===== config.mk =====
export PLATFORM = sky130hd
export DESIGN_NAME = shift_phase_timer
export DESIGN_NICKNAME = d
export VERILOG_FILES = /design/src/rtl/shift_phase_timer.sv
export SDC_FILE = /design/constraint.sdc
export NUM_CORES = 1
export LEC_CHECK = 0
export ABC_AREA = 1
export CORE_ASPECT_RATIO = 0.7
export CORE_MARGIN = 8
export CORE_UTILIZATION = 49
export CTS_CLUSTER_SIZE = 20
export DETAILED_ROUTE_END_ITERATION = 6
export PLACE_DENSITY = 0.87
export SLEW_MARGIN = 30
export SYNTH_ARGS = -nofsm -noshare
export SYNTH_HDL_FRONTEND = slang
export SYNTH_SLANG_ARGS = --single-unit
export TNS_END_PERCENT = 5

===== constraint.sdc =====
create_clock -name clk -period 2.7 [get_ports clk]
set_input_delay 0.54 -clock clk [delete_from_list [all_inputs] [get_ports clk]]
set_output_delay 0.54 -clock clk [all_outputs]
set_load 0.02 [all_outputs]

===== src/rtl/shift_phase_timer.sv =====
// shift_phase_timer: multi-phase cycle sequencer (clk/rst/start/abort/hold/repeat_en/phase_len in; busy/phase_idx/count_out/phase_done/all_done out)
module shift_phase_timer #(
  parameter int CNT_W      = 5,
  parameter int NUM_PHASES = 2,
  parameter int PH_W       = (NUM_PHASES > 1) ? $clog2(NUM_PHASES) : 1
) (
  input  logic                        clk,
  input  logic                        rst,
  input  logic                        start,
  input  logic                        abort,
  input  logic                        hold,
  input  logic                        repeat_en,
  input  logic [NUM_PHASES*CNT_W-1:0] phase_len,
  output logic                        busy,
  output logic [PH_W-1:0]             phase_idx,
  output logic [CNT_W-1:0]            count_out,
  output logic [NUM_PHASES-1:0]       phase_done,
  output logic                        all_done
);
  typedef enum logic {IDLE, RUN} state_t;
  state_t                      state_q;
  logic                        busy_q, all_done_q;
  logic [PH_W-1:0]             phase_q, phase_d;
  logic [CNT_W-1:0]            cnt_q, cnt_d, cur_len, last_cnt;
  logic [NUM_PHASES-1:0]       phase_done_q;
  logic [NUM_PHASES*CNT_W-1:0] len_q;
  logic                        at_end, last_ph;
  always_comb begin
    cur_len  = len_q[phase_q*CNT_W +: CNT_W];
    last_cnt = (cur_len == '0) ? '0 : cur_len - CNT_W'(1);
    at_end   = cnt_q == last_cnt;
    last_ph  = phase_q == PH_W'(NUM_PHASES - 1);
    cnt_d    = at_end ? '0 : cnt_q + CNT_W'(1);
    phase_d  = !at_end ? phase_q : last_ph ? '0 : phase_q + PH_W'(1);
  end
  always_ff @(posedge clk or posedge rst) begin
    if (rst) begin
      state_q      <= IDLE;
      busy_q       <= 1'b0;
      phase_q      <= '0;
      cnt_q        <= '0;
      phase_done_q <= '0;
      all_done_q   <= 1'b0;
      len_q        <= '0;
    end else begin
      phase_done_q <= '0;
      all_done_q   <= 1'b0;
      if (state_q == IDLE) begin
        if (start && !abort) begin
          len_q   <= phase_len;
          state_q <= RUN;
          busy_q  <= 1'b1;
          phase_q <= '0;
          cnt_q   <= '0;
        end
      end else if (abort) begin
        state_q <= IDLE;
        busy_q  <= 1'b0;
        phase_q <= '0;
        cnt_q   <= '0;
      end else if (!hold) begin
        cnt_q   <= cnt_d;
        phase_q <= phase_d;
        if (at_end) begin
          phase_done_q <= NUM_PHASES'(1) << phase_q;
          if (last_ph) begin
            all_done_q <= 1'b1;
            if (!repeat_en) begin
              state_q <= IDLE;
              busy_q  <= 1'b0;
            end
          end
        end
      end
    end
  end
  assign busy       = busy_q;
  assign phase_idx  = phase_q;
  assign count_out  = cnt_q;
  assign phase_done = phase_done_q;
  assign all_done   = all_done_q;
endmodule


==> out/summary.md <==
Most common cell after layout, fill and taps aside: sky130_fd_sc_hd__nand2_1. Among cell families on the critical path, the largest total delay comes from simple AND/OR/NAND/NOR gates. Signed area change from the synthesized netlist to the final layout: 25.8%.

The synthesized design contains 20 register bits. The net count of the finished layout is 194. The number of slew-limit violations in the final report was 0.

The number of nets still failing antenna checks after routing came out at 0. In the synthesized netlist the dominant register cell turns out to be sky130_fd_sc_hd__dfrtp_1. Across every metal layer, demand over resource in global routing totals 14.7%. The logs give 1160 um2 for the post-synthesis instance area and 1 for the total number of H-tree levels. The number of synthesis warnings is 0, and the power after layout is 1.07 mW. The filler cells instantiated in the layout total 186. STA classifies the critical path startpoint as a flop. Number of gates resized after cts: 0. In the post-synthesis netlist, the biggest area contributors are sky130_fd_sc_hd__dfrtp_1 (43%), sky130_fd_sc_hd__nand2_1 (13%), sky130_fd_sc_hd__inv_1 (6.1%). For this design the static power due to leakage is 0.715 nW.

The first routing iteration left 110 violations. The sum of buffers and inverters on the critical path was 1. The tightest min-delay check is of the reg2reg type. VDD sags by at most 0.398 mV. In the finished design, the share of the clock period the worst path needs comes to 86.6%.

The first global-routing pass estimated 4.90 mm of wire. The via count of the first global-routing pass is 1067. Entering global routing, the biggest net connects 21 pins. Post-synthesis cell type with the largest combined area: sky130_fd_sc_hd__dfrtp_1. Once detailed placement completed, the half-perimeter wirelength came to 2.19 mm.

Root cell of the clock tree: sky130_fd_sc_hd__clkbuf_4. The worst setup path is captured at a flop. In this run the vertical extent of the chip is 56.8 um. The final layout contains routed wiring with a total length of 2.78 mm. After synthesis, the netlist uses 25 different library cells. The run gives 0 as the number of hold violations in the final report.

In this run the tool buffered the top-level ports with 25 buffer cells. The run gives 0.428 GHz as the highest achievable clock rate. Traced cell by cell, the critical path runs through inv_2, nand2_1, nand2_2, ha_1, nand3_2, nor2_2, nand2_4, nand3_1, nand2_1, nor2_2, nand3_4, nand2_4, nand3_1, nand2_1, nand2_1. The run gives 2.90 ns as the required time of the critical path. Across all setup checks in the final design, the least slack found is 0.362 ns. In the layout the commonest cells are sky130_fd_sc_hd__nand2_1 (41), sky130_fd_sc_hd__clkdlybuf4s50_1 (25), sky130_fd_sc_hd__dfrtp_1 (20). For this design, the CTS-stage hold fixing added 0 buffers. The worst pin sits at a relative slew slack of 48.3%.

Summed over its instances, the top area cell type makes up 43.0% of the synthesized netlist area. TritonCTS built the clock tree. At the end of routability-driven placement, the weighted congestion stood at 0.915. The run gives 0 as the detailed-route DRC error count. The transition time at the pin with the least slew margin works out to 0.774 ns.

The final sum of negative setup slack came out at 0 ns. For the worst hold-check slack, the log shows 0.521 ns. Once placement completed, the tool counted placed cells totaling 203. Clock tree synthesis inserted a total of 3 buffers. The tools report the initial antenna violation count as 0.

During I/O placement, the number of pins put on the boundary was 26. The tool flagged a number of max-cap violations equal to 0. The number of nets in the synthesized netlist is 168. The maximum fanout encountered on the critical timing path was 13; the mean instance size in the synthesized netlist was 7.76 um2.

The number of setup violations in the final report is 0, and the number of synthesized flops with an enable pin is 0. For this run, the slowest stage of the critical path takes 0.57 ns. The CTS sink count was 20. The critical path start-end classification was reg2reg. Setup repair after global routing left no endpoint under its margin. The share of the core filled with cells in the final layout was 66.3%. Data on the critical path arrives at its endpoint at 2.54 ns. The tools report the share of the yosys chip area belonging to registers as 43.0%. At the later pin of the worst-skew pair, clock insertion delay measures 0.31 ns. The number of setup buffers added after CTS is 0.

Excluding fillers, the count of instances in the completed layout stands at 207. In this run the core area contains 14 standard-cell rows. In the final layout, the share of cells above drive strength 1 is 12.6%. The longest clock path from root to sink contains 2 buffers. The post-layout minimum cycle time is 2.34 ns, and the total via count in the routed design is 1051.

Clock-pin slew was measured on the worst setup and hold paths at 0.12 ns. The minimum setup slack after placement was 0.456 ns. The tools report the effective utilization at floorplan as 52.7%. The via-per-instance ratio is 5.08, and the gate count of the mapped netlist is 150. The horizontal die dimension came out at 74.2 um. After detailed routing, the average wire length per cell comes to 13.4 um. The diode insertion count for antenna repair is 0. The run finished with clean final reports. The clock arrives with 0.00552 ns of skew.

For this run the aggregate overflow at the end of global routing stands at 0. The die covers 4210 um2. Cell area after placement: 1430 um2.

Cell with the largest stage delay on the worst path: sky130_fd_sc_hd__dfrtp_1. The region available for standard cell placement spans 2210 um2. In the synthesized netlist the async set-or-reset flop fraction comes to 100%. The tools report the final non-filler cell area as 1460 um2. For this run, the detailed router's first-pass iteration total came to 4. The power per standard cell area works out to 728 nW/um2. The cell with the most instances on the worst path is sky130_fd_sc_hd__nand2_1.
==> tightest hold or removal path: cells and delay by family, from the launching register on <==
kind          cells  cell delay, ns
simple gates      2            0.11
flops             1            0.38
==> where the power goes <==
part           switching [mW]  internal (mW)  total, mW
registers              0.0557          0.359      0.414
clock network          0.0986         0.0824      0.181
logic                   0.294          0.177      0.470
total                   0.448          0.618       1.07
==> sequential cells by signal, indices dropped and copies added, names as in the netlist <==
signal,flops
phase_done,1
count_out,5
state_q,1
busy,1
phase_idx,1
all_done,1
len_q,10
==> kinds of logic after synthesis <==
logic type / share of synthesized area (%)
simple gates: 33.0
mux: 2.90
fa+ha+maj: 2.15
compound gates: 7.74
buf+inv: 9.68
flops: 43.0
xor+xnor: 1.51
==> synth_stat cells (2+ instances only) <==
master,n
sky130_fd_sc_hd__nand2_1,41
sky130_fd_sc_hd__dfrtp_1,20
sky130_fd_sc_hd__clkbuf_1,2
sky130_fd_sc_hd__inv_1,19
sky130_fd_sc_hd__nand2_4,3
sky130_fd_sc_hd__xor2_1,2
sky130_fd_sc_hd__inv_2,2
sky130_fd_sc_hd__nand2_2,4
sky130_fd_sc_hd__o21ai_0,2
sky130_fd_sc_hd__a21oi_1,11
sky130_fd_sc_hd__ha_1,2
sky130_fd_sc_hd__nand4_1,4
sky130_fd_sc_hd__nand3_1,10
sky130_fd_sc_hd__o21ai_1,2
sky130_fd_sc_hd__mux2_2,3
sky130_fd_sc_hd__nor2_1,13
sky130_fd_sc_hd__nor2_2,2
==> per-layer routing <==
metal	track usage (%)	vias up	wire length, um
met5	0	-	0
met1	18.9	476	1220
li1	-	521	-
met3	5.84	4	257
met4	3.89	0	43
met2	22.0	50	1260
==> worst paths after layout <==
check	from	to	slack, ns	depth (start not counted)
max	phase_idx	busy	0.36	15
min	busy	busy	0.52	2
max reg2reg	phase_idx	busy	0.36	15
min reg2reg	busy	busy	0.52	2
max in group asynchronous	rst	len_q[0]	1.55	2
min in group asynchronous	rst	phase_idx	0.66	2
==> cell type report <==
| class | count | area, um2 | area share [%] |
|---|---|---|---|
| Clock buffer | 4 | 36.3 | 2.48 |
| Tap cell | 32 | 40.0 | 2.74 |
| Inverter | 21 | 78.8 | 5.38 |
| Timing Repair Buffer | 26 | 258 | 17.6 |
| Sequential cell | 20 | 500 | 34.2 |
| Multi-Input combinational cell | 104 | 551 | 37.6 |
Note: power is estimated with default switching activity, not from simulation.
